### src/rtl/serial_binary_adder.sv
// Bit-serial adder: one full-adder slice plus a carry flop computes a + b + cin, LSB first.
// Optional signed-overflow output is compiled in with `define SERIAL_ADDER_OVF_EN.
module serial_binary_adder #(
  parameter int WIDTH = 8
) (
  input  logic             clk,
  input  logic             rst,
  input  logic             start,
  input  logic [WIDTH-1:0] a,
  input  logic [WIDTH-1:0] b,
  input  logic             cin,
  output logic             busy,
  output logic             done,
  output logic [WIDTH-1:0] sum,
  output logic             cout,
`ifdef SERIAL_ADDER_OVF_EN
  output logic             ovf,
`endif
  output logic [1:0]       state_dbg
);

  // Handshake: start is accepted on any edge where busy is low (IDLE or DONE);
  // done pulses for one cycle, and sum/cout hold that result until the next done.
  localparam int CW = (WIDTH > 1) ? $clog2(WIDTH) : 1;
  localparam logic [CW-1:0] LAST = CW'(WIDTH - 1);

  typedef enum logic [1:0] {
    IDLE  = 2'd0,
    SHIFT = 2'd1,
    DONE  = 2'd2
  } state_t;

  state_t           state;
  state_t           state_next;
  logic [WIDTH-1:0] a_sr;
  logic [WIDTH-1:0] b_sr;
  logic [WIDTH-1:0] s_sr;
  logic [WIDTH-1:0] s_sr_next;
  logic [CW-1:0]    count;
  logic             carry;
  logic             carry_next;
  logic             s_bit;
  logic             load;

  assign state_dbg  = state;
  assign load       = start && (state != SHIFT);
  assign s_bit      = a_sr[0] ^ b_sr[0] ^ carry;
  assign carry_next = (a_sr[0] & b_sr[0]) | (a_sr[0] & carry) | (b_sr[0] & carry);
  // New sum bit enters at the MSB so the LSB-first stream ends up in place.
  assign s_sr_next  = (s_sr >> 1) | (WIDTH'(s_bit) << (WIDTH - 1));

  always_comb begin
    state_next = state;
    case (state)
      IDLE:    if (start) state_next = SHIFT;
      SHIFT:   if (count == LAST) state_next = DONE;
      DONE:    state_next = start ? SHIFT : IDLE;
      default: state_next = IDLE;
    endcase
  end

  always_ff @(posedge clk) begin
    if (rst) begin
      state <= IDLE;
      busy  <= 1'b0;
      done  <= 1'b0;
      a_sr  <= '0;
      b_sr  <= '0;
      s_sr  <= '0;
      count <= '0;
      carry <= 1'b0;
      sum   <= '0;
      cout  <= 1'b0;
`ifdef SERIAL_ADDER_OVF_EN
      ovf   <= 1'b0;
`endif
    end else begin
      state <= state_next;
      busy  <= (state_next == SHIFT);
      done  <= (state_next == DONE);
      if (load) begin
        a_sr  <= a;
        b_sr  <= b;
        carry <= cin;
        count <= '0;
      end else if (state == SHIFT) begin
        a_sr  <= a_sr >> 1;
        b_sr  <= b_sr >> 1;
        s_sr  <= s_sr_next;
        carry <= carry_next;
        count <= count + CW'(1);
        if (count == LAST) begin
          sum  <= s_sr_next;
          cout <= carry_next;
`ifdef SERIAL_ADDER_OVF_EN
          // carry still holds the carry into the MSB while the last bit is summed.
          ovf  <= carry ^ carry_next;
`endif
        end
      end
    end
  end

endmodule
### config.mk
export PLATFORM = sky130hd
export DESIGN_NAME = serial_binary_adder
export DESIGN_NICKNAME = d
export VERILOG_FILES = /design/src/rtl/serial_binary_adder.sv
export SDC_FILE = /design/constraint.sdc
export NUM_CORES = 1
export LEC_CHECK = 0
export CORE_ASPECT_RATIO = 1.75
export CORE_MARGIN = 10
export CORE_UTILIZATION = 33
export DETAILED_ROUTE_END_ITERATION = 12
export DONT_BUFFER_PORTS = 1
export PLACE_DENSITY = 0.57
export REMOVE_ABC_BUFFERS = 1
export SETUP_SLACK_MARGIN = 0.15
export SLEW_MARGIN = 10
export SYNTH_ARGS = -nofsm -noshare
export SYNTH_HDL_FRONTEND = slang
export SYNTH_SLANG_ARGS = --single-unit
### constraint.sdc
create_clock -name clk -period 1.67 [get_ports clk]
set_input_delay 0.167 -clock clk [delete_from_list [all_inputs] [get_ports clk]]
set_output_delay 0.167 -clock clk [all_outputs]
set_load 0.02 [all_outputs]
==> results.md <==
- Seq/Total Area, Yosys: 47.6%
- R2R cell count: 6
- Startpoint type of the worst setup path: flip-flop
- Initial Util: 33.8%
- Metal2 WL: 1550 µm
- IO Port Bufs: 0
- Critical Path AT: around 1.5 ns
- Final period util: 74.6%
- Core Rows: 34
- PD cells: roughly 1100 nW/µm²
- Drt total wl: 3250 µm
- Vias/cell: around 4.9
- Synth unique cells: 20
- Internal power: around 1.5 mW
- Post-synthesis area per instance: 9.72 µm²
- Cells after Synth: 173
- R2r setup slk: about 0.42 ns
- CTS tree: done
- CP Launch Point: count[0]$_SDFFE_PP0P_
- Synth top area share: between 40% and 50%
- I/O pin count: 33
- Largest net degree at the start of global routing: 41
- WP data required: 1.90 ns
- Leakage: 0.687 nW
- Total track usage: 8.07%
- Clk pwr share: 36.2%
- Pre-CTS setup slack: roughly 0.28 ns
- H-tree levels: 2
- Fin util: 36.3%
- DR iter-0 viols: 54
- ANT nets after route: 0
- Slew @ Worst Pin: 0.423 ns
- VDD IR max: 0.499 mV
- Core area: 4980 µm²
- Seq pwr share: 53.9%
- Slew Limit Fails: 0
- Routed vias: 1098
- Met3 wire len: approximately 300 µm
- Grt ovf: 0
- Final worst setup slack: 0.424 ns
- Ratio of cells with drive above 1 in the final layout: approximately 17%
- Sw power: between 400 and 500 µW
- Detailed Routing Iterations Pass 1: 4
- Yosys warning total: 0
- DR WL/cell: 14.5 µm
- Worst r2r src: count[0]$_SDFFE_PP0P_
- Fmax: approximately 800 MHz
- Synth top area cells: dfxtp_1 48%, a211oi_2 11%, mux2i_1 10%
- Initial antenna violation count: 0
- Total power: 1.91 mW
- # diodes: 0
- CTS max path bufs: 2
- Final hold slack: 0.0642 ns
- Worst-path clk slew: 0.08 ns
- Post-synth top area cell: dfxtp_1
- Nets: 194
- Switching Fraction: 23.9%
- RSZ-0062 raised after global routing: false
- Status: finished clean
- Die area: 8460 µm²
- End point of the critical path: sum[2]$_SDFFE_PP0P_
- CTS sink cnt: 40
- Max_cap viols: 0
- Crit Reg-Reg Endpoint: sum[2]$_SDFFE_PP0P_
- Vias in the first global route: around 1100
- Post-route DRC: 0
- Worst skew pair latency: about 0.29 ns
- Wl on met1: about 1300 µm
- Die height: 114 µm
- Area Growth Syn to Fin: 7.59%
- DP HPWL: 2200 µm
- Final setup violation count: 0
- Hold WC Path Type: primary input to flip-flop
- Critical path type: flip-flop to flip-flop
- Post-synthesis register bit count: 40
- Top Layer Used: met4
- TritonCTS Buffers: 5
- Slew HR: a little under three quarters
- CTS root buf: clkbuf_8
- Setup crit end kind: flip-flop
- Clock skew: 0.00592 ns
- Final hold viol count: 0
- Comb pwr share: 9.9%
- Post-Syn Area: about 1700 µm²
- Post-layout min period: around 1.2 ns
- Die width: 74.0 µm
- Max FO, Critical Path: 11
- Setup tns final: 0 ns
- GPL Wtd Cong: slightly below 0.7
- First-pass GRT wire length: approximately 5300 µm
## area by class of cell
type                    instances  area [µm²]
inverters                       1        3.75
flip-flops and latches         40         801
clock buffers                   7        96.3
repair buffers                  5        62.6
multi-input cells             118         778
well taps                      54        67.6
fillers                       505        3170
## power groups by stage
| stage | clock network (mW) | logic, mW | registers (mW) |
|---|---|---|---|
| floorplan | 0 | 0.137 | 1.05 |
| global placement | 0 | 0.168 | 1.05 |
| detailed placement | 0 | 0.170 | 1.05 |
| CTS | 0.721 | 0.195 | 1.03 |
| global route | 0.742 | 0.213 | 1.04 |
| finish | 0.692 | 0.190 | 1.03 |
## cells by family (layout without fill, tap and decap cells)
family                     Yosys count  after routing  synth area share (%)
AOI/OAI and AO/OA                   35             35                  17.3
adders and majority gates            3              3                  2.68
buffers and inverters               15             13                  6.32
DFF                                 40             40                  47.6
muxes                               17             17                  10.1
and+or+nand+nor                     63             63                  15.9
## metal layers
| metal | up-vias | global-route usage (%) |
|---|---|---|
| li1 | 577 | - |
| met1 | 489 | 8.81 |
| met2 | 27 | 12.2 |
| met3 | 5 | 4.43 |
| met4 | 0 | 4.12 |
| met5 | - | 0 |
## flip-flops by register name, summed over array words and instances (netlist names), 2 cells and up
name,flops
a_sr,8
sum,8
count,3
b_sr,8
state_dbg,2
s_sr,7
## how the worst min path moves through the flow
stage                     startpoint  cells after the start                    end  slack, ns
final                          start                      2        busy$_SDFF_PP0_       0.06
after global routing           start                      2  count[2]$_SDFFE_PP0P_       0.07
after CTS                      start                      2  count[2]$_SDFFE_PP0P_       0.06
after detailed placement         rst                      1   b_sr[5]$_SDFFE_PP0P_       0.24
after global placement           rst                      1   b_sr[5]$_SDFFE_PP0P_       0.24
after floorplan                  rst                      1   a_sr[0]$_SDFFE_PP0P_       0.23
## timing repair
item	in CTS	in global routing
resized for setup	0	1
setup buffers	0	1
endpoints found under the hold margin	40	0
setup endpoints to repair	0	9
hold buffers	1	0
## layout by cell type, fill, tap and decap left out, drive strengths merged
cell type	netlist	final
dfxtp	40	40
nand2	34	34
a21oi	19	19
nor2	19	19
mux2i	17	17
a211oi	15	15
clkbuf	2	7
buf	12	5
nand3b	4	4
nor3	2	2
ha	2	2
nand2b	2	2
and3b	1	1
inv	1	1
a2bb2oi	1	1
and2b	1	1
fa	1	1
## critical path, stage by stage, from the launching register on
cell and delay [ns]:
dfxtp_1 0.32, ha_1 0.20, ha_1 0.20, nand3b_1 0.09, buf_4 0.17, nand2_1 0.06, a21oi_1 0.14
## metrics by stage
step | cells | cell area, µm²
final | 225 | 1810
after global routing | 225 | 1810
after CTS | 224 | 1800
after detailed placement | 216 | 1680
after global placement | 216 | 1680
after floorplan | 159 | 1580
## cell usage after synthesis, drive strengths merged
library cell and n:
nor3 2, nand3b 4, ha 2, a211oi 15
nor2 19, and3b 1, buf 12, inv 1
dfxtp 40, and2b 1, a21oi 19, fa 1
mux2i 17, nand2 34, clkbuf 2, nand2b 2
a2bb2oi 1
(Power assumes the default switching activity.)
==> patch 1: new RTL, config.mk and constraints unchanged <==
The option `SERIAL_ADDER_OVF_EN` is turned on by a define.
--- a/src/rtl/serial_binary_adder.sv
+++ b/src/rtl/serial_binary_adder.sv
@@ -1,5 +1,7 @@
 // Bit-serial adder: one full-adder slice plus a carry flop computes a + b + cin, LSB first.
 // Optional signed-overflow output is compiled in with `define SERIAL_ADDER_OVF_EN.
+`define SERIAL_ADDER_OVF_EN
+
 module serial_binary_adder #(
   parameter int WIDTH = 8
 ) (
Formal check against the unedited RTL (old outputs only; new: ovf): equivalent (equiv_simple and equiv_induct, registers matched by name and starting in step).
==> patch 1 against the unedited design <==
Final area increased by 3.6%; worst setup slack got worse by 0.091 ns; core utilization increased by 0.99 points; total power increased by 14%; synthesized cell count increased by 2.9%; first-iteration DRC count increased by 30%; sequential cell count increased by 1; clock power increased by 36%; wire length increased by 7.7%; global-route usage increased by 0.76 points; synthesized area increased by 3.1%; sequential share of layout area decreased by 0.47 points; critical endpoint is now count[0].
==> patch 1: results (changes against the unedited design) <==
Drt
  • Met1 Wirelength: 1360 µm (+1.9%)
  • Met3 routed WL: 316 µm (+5.0%)
  • DR iter-0 viols: 70 (+30%)
  • Routed WL: 3510 µm (+7.7%)
  • Routed wire length on met2: 1750 µm (+13%)
  • Mean routed wirelength per cell: 15.2 µm (+5.4%)
  • Via count: 1123 (+2.3%)

Synthesis
  • Synth Area in Compound Gates: 17.3% (-0.080 points)
  • Synth async-reset ratio: 0% (unchanged)
  • Synth Area in XOR/XNOR: 0.505% (+0.51 points)
  • Netlist cell types: 21 (+5.0%)
  • Avg Synthesized Cell Area: 9.74 µm² (+0.16%)
  • Register area share after synthesis: 47.4% (-0.25 points)
  • Commonest cells post-synth: 41 x dfxtp_1, 34 x nand2_1, 20 x nor2_1
  • Post-synthesis mux area share: 9.82% (-0.30 points)
  • Top post-synthesis cells by area: dfxtp_1 47%, a211oi_2 11%, mux2i_1 9.8%, nand2_1 7.4%, a21oi_1 5.5%
  • Post-synthesis adder-cell area fraction: 2.60% (-0.079 points)

Placed design
  • Detail Placement HPWL: 2410 µm (+9.7%)
  • GPL Wtd Cong: 0.669 (-2.0%)
  • I/O Buffers: 0 (unchanged)
  • Placed insts: 219 (+1.4%)
  • Setup WS pre-CTS: 0.218 ns (-0.0629 ns)
  • Post-placement cell area: 0.00170 mm² (+1.2%)

Clocking
  • PostCTS Resize Cnt: 0 (unchanged)
  • Root buf cell: clkbuf_8
  • Worst skew pair latency: 0.30 ns

Critical path
  • CP peak stage delay: 0.55 ns (+0.23 ns)
  • Crit Path Max Fanout: 12 (+1)
  • Arr. time, crit path: 1.56 ns (+0.09 ns)
  • Worst Setup SP: state_dbg[0]

Layout
  • Final net count: 198 (+2.1%)
  • Layout cells sized above 1: 17.0% (+0.086 points)

Global route
  • Met2 Track Usage GR: 14.8% (+2.6 points)
  • Vias in the first global route: 1212 (+11%)
  • GR Util met3: 4.28% (-0.15 points)
  • First-pass GRT wire length: 5870 µm (+9.8%)
  • Grt met1 use: 8.59% (-0.22 points)
  • Largest net degree at the start of global routing: 42 (+2.4%)
  • GRT Overall Usage: 8.83% (+0.76 points)

STA
  • Final setup skew: 0.00783 ns (+0.00191 ns)
  • Rel. slew slack: 70.0% (-1.8 points)

Pwr
  • Int Pwr: 1.70 mW (+17%)
  • IR Drop Worst-Case VDD: 664 µV (+33%)
  • Combinational Power Share: 8.6% (-1.3 points)
  • Seq pwr share: 48.4% (-5.5 points)
  • Leakage: 0.708 nW (+3.0%)

Run status
  • Outcome: completed

Worst hold path
  • Hold Crit Class: in2reg
-- patch 1: cell types whose count changed in the layout (fill, tap and decap cells not counted), sizes merged --
cell / change
xnor2: +1
nor2: +1
clkbuf: -2
clkinv: +1
bufinv: +2
a211oi: +1
dfxtp: +1
-- patch 1: critical path: cells and delay by family, from the launching register on --
kind | cells | cell delay, ns
and+or+nand+nor | 2 | 0.57
DFF | 1 | 0.55
AOI/OAI and AO/OA | 1 | 0.15
-- patch 1: final timing paths --
check	slack [ns]	cells after the start	endpoint
setup / recovery	0.33	3	count[0]
hold / removal	0.06	2	state_dbg[0]
setup reg to reg	0.33	3	count[0]
hold reg to reg	0.46	2	sum[0]
-- patch 1: cell type report --
type,instances,area (µm²)
multi-input cells,121,798
repair buffers,5,50.0
inverters,1,3.75
well taps,54,67.6
fillers,509,3150
flip-flops and latches,41,821
clock buffers,5,68.8
clock inverters,3,65.1
==> patch 2: new RTL, config.mk and constraints unchanged <==
Made on the original files. Put one more register stage on the output `state_dbg`, with the module's reset. The value now appears one clock later. The other outputs are not delayed to match.
--- a/src/rtl/serial_binary_adder.sv
+++ b/src/rtl/serial_binary_adder.sv
@@ -42,7 +42,13 @@
   logic             s_bit;
   logic             load;
 
-  assign state_dbg  = state;
+  always_ff @(posedge clk) begin
+    if (rst) begin
+      state_dbg <= '0;
+    end else begin
+      state_dbg <= state;
+    end
+  end
   assign load       = start && (state != SHIFT);
   assign s_bit      = a_sr[0] ^ b_sr[0] ^ carry;
   assign carry_next = (a_sr[0] & b_sr[0]) | (a_sr[0] & carry) | (b_sr[0] & carry);
Function: changed (Yosys sat finds a counterexample within 4 cycles, from zero or initial values and one cycle with rst high).
==> patch 2 against the unedited design <==
Sequential share of layout area up 0.75 points; sequential cell count up 2; combinational power about the same; critical path type unchanged; wire length up 1.9%; final area up 3.2%; cell count up 2.2%; total power up 7.1%; worst setup slack worse by 0.075 ns; global-route usage up 0.23 points; synthesized area up 3.1%; via count up 2.8%; highest routed layer unchanged.
==> patch 2: results (changes against the unedited design) <==
Synthesis
  • Netlist cell types: 20 (unchanged)
  • Top post-synthesis cells by area: dfxtp_1 49%, a211oi_2 11%, mux2i_1 9.8%, nand2_1 7.4%, a21oi_1 5.5%
  • Ys Warns: 0 (unchanged)
  • Synth async-reset ratio: 0% (unchanged)
  • Post-Syn Instances: 178 (+2.9%)
  • Commonest cells post-synth: 42 x dfxtp_1, 34 x nand2_1, 20 x nor2_1
  • Main flop type after synthesis: dfxtp_1
  • Register area share after synthesis: 48.5% (+0.90 points)

Drt
  • 1st-pass router iterations: 4 (unchanged)
  • DR iter-0 viols: 57 (+5.6%)
  • Via count: 1129 (+2.8%)
  • Mean routed wirelength per cell: 14.4 µm (-0.31%)

Global route
  • Largest net degree at the start of global routing: 43 (+4.9%)
  • First-pass GRT wire length: 5420 µm (+1.4%)
  • GRT Overall Usage: 8.30% (+0.23 points)

STA
  • Rel. slew slack: 72.5% (+0.63 points)
  • Period utilisation layout: 79.1% (+4.5 points)
  • Final setup skew: 0.00426 ns (-0.00166 ns)

Clocking
  • Worst skew pair latency: 0.29 ns (about the same)
  • Max Root-Sink Buffers: 2 (unchanged)
  • CTS Buf Count: 5 (unchanged)
  • H-tree Lvls: 2 (unchanged)
  • PostCTS Resize Cnt: 0 (unchanged)

Placed design
  • Placed insts: 219 (+1.4%)
  • GPL Wtd Cong: 0.667 (-2.3%)
  • Post-placement cell area: 0.00173 mm² (+2.5%)
  • Setup WS pre-CTS: 0.285 ns (+0.00432 ns)
  • Detail Placement HPWL: 2360 µm (+7.2%)

Layout
  • Final net count: 198 (+2.1%)
  • Layout filler cell count: 539 (+6.7%)
  • Diode count: 0 (unchanged)
  • Layout cells sized above 1: 15.3% (-1.6 points)
  • Final Non-Filler Cells: 230 (+2.2%)
  • Biggest regs: a_sr: 8 flops, b_sr: 8 flops, sum: 8 flops
  • Final core utilization: 37.2% (+0.86 points)

Critical path
  • CP max-delay cell: dfxtp_1
  • CP peak stage delay: 0.35 ns (+0.03 ns)
  • Crit Path Max Fanout: 9 (-2)

Pwr
  • IR Drop Worst-Case VDD: 473 µV (-5.2%)
  • Leakage: 0.708 nW (+3.1%)

Run status
  • Outcome: completed

Floorplan
  • Initial core utilization: 34.5% (+0.74 points)
==> patch 2: path summary, 6_finish.rpt <==
| kind | cells past startpoint | from | to |
|---|---|---|---|
| min reg2reg | 2 | s_sr[1] | sum[0] |
| min | 2 | start | state[0] |
| max | 5 | count[0] | sum[1] |
| max reg2reg | 5 | count[0] | sum[1] |
==> patch 2: cell type report <==
cell class / instances / share of cell area [%]
clock buffer: 7 / 4.09
timing repair buffer: 5 / 3.35
tap: 54 / 3.62
sequential: 42 / 45.0
multi-input combinational: 120 / 42.1
clock inverter: 1 / 1.61
inverter: 1 / 0.201
==> patch 2: layer usage <==
layer	track usage [%]	vias up	wire [µm]
met4	4.95	0	92
met2	13.5	21	1710
met3	3.77	5	228
li1	-	593	-
met1	8.44	510	1290
met5	0	-	0
==> patch 2: repair_timing <==
| item | 4_1_cts | 5_1_grt |
|---|---|---|
| endpoints found under the hold margin | 42 | 0 |
| hold buffers | 1 | 0 |
| endpoints found under the setup margin | 0 | 1 |
| setup buffers | 0 | 2 |
==> patch 2: worst max-delay path, delay by kind of cell, from the launching register on <==
family / cells / cell delay [ns]
fa+ha+maj: 2 / 0.33
compound gates: 1 / 0.13
simple gates: 2 / 0.45
flops: 1 / 0.35
==> patch 2: kinds of logic (layout without fill, tap and decap cells) <==
| kind of cell | Yosys count | in the layout | share of synthesized area, % |
|---|---|---|---|
| simple gates | 65 | 65 | 16.0 |
| mux | 17 | 17 | 9.82 |
| fa+ha+maj | 3 | 3 | 2.60 |
| buf+inv | 16 | 14 | 6.21 |
| flops | 42 | 42 | 48.5 |
| compound gates | 35 | 35 | 16.8 |
==> patch 2: metrics by stage <==
stage               hold WS (ns)  setup TNS [ns]
floorplan                  0.232           -1.07
global placement           0.237               0
detailed placement         0.238               0
CTS                       0.0420               0
global route              0.0616               0
finish                    0.0558               0
==> patch 2: power breakdown <==
| group | total [mW] | leakage, nW | internal (mW) | switching (mW) |
|---|---|---|---|---|
| clock network | 0.779 | 0.0524 | 0.447 | 0.331 |
| logic | 0.190 | 0.313 | 0.0878 | 0.102 |
| registers | 1.08 | 0.343 | 1.05 | 0.0314 |
| total | 2.05 | 0.708 | 1.59 | 0.465 |
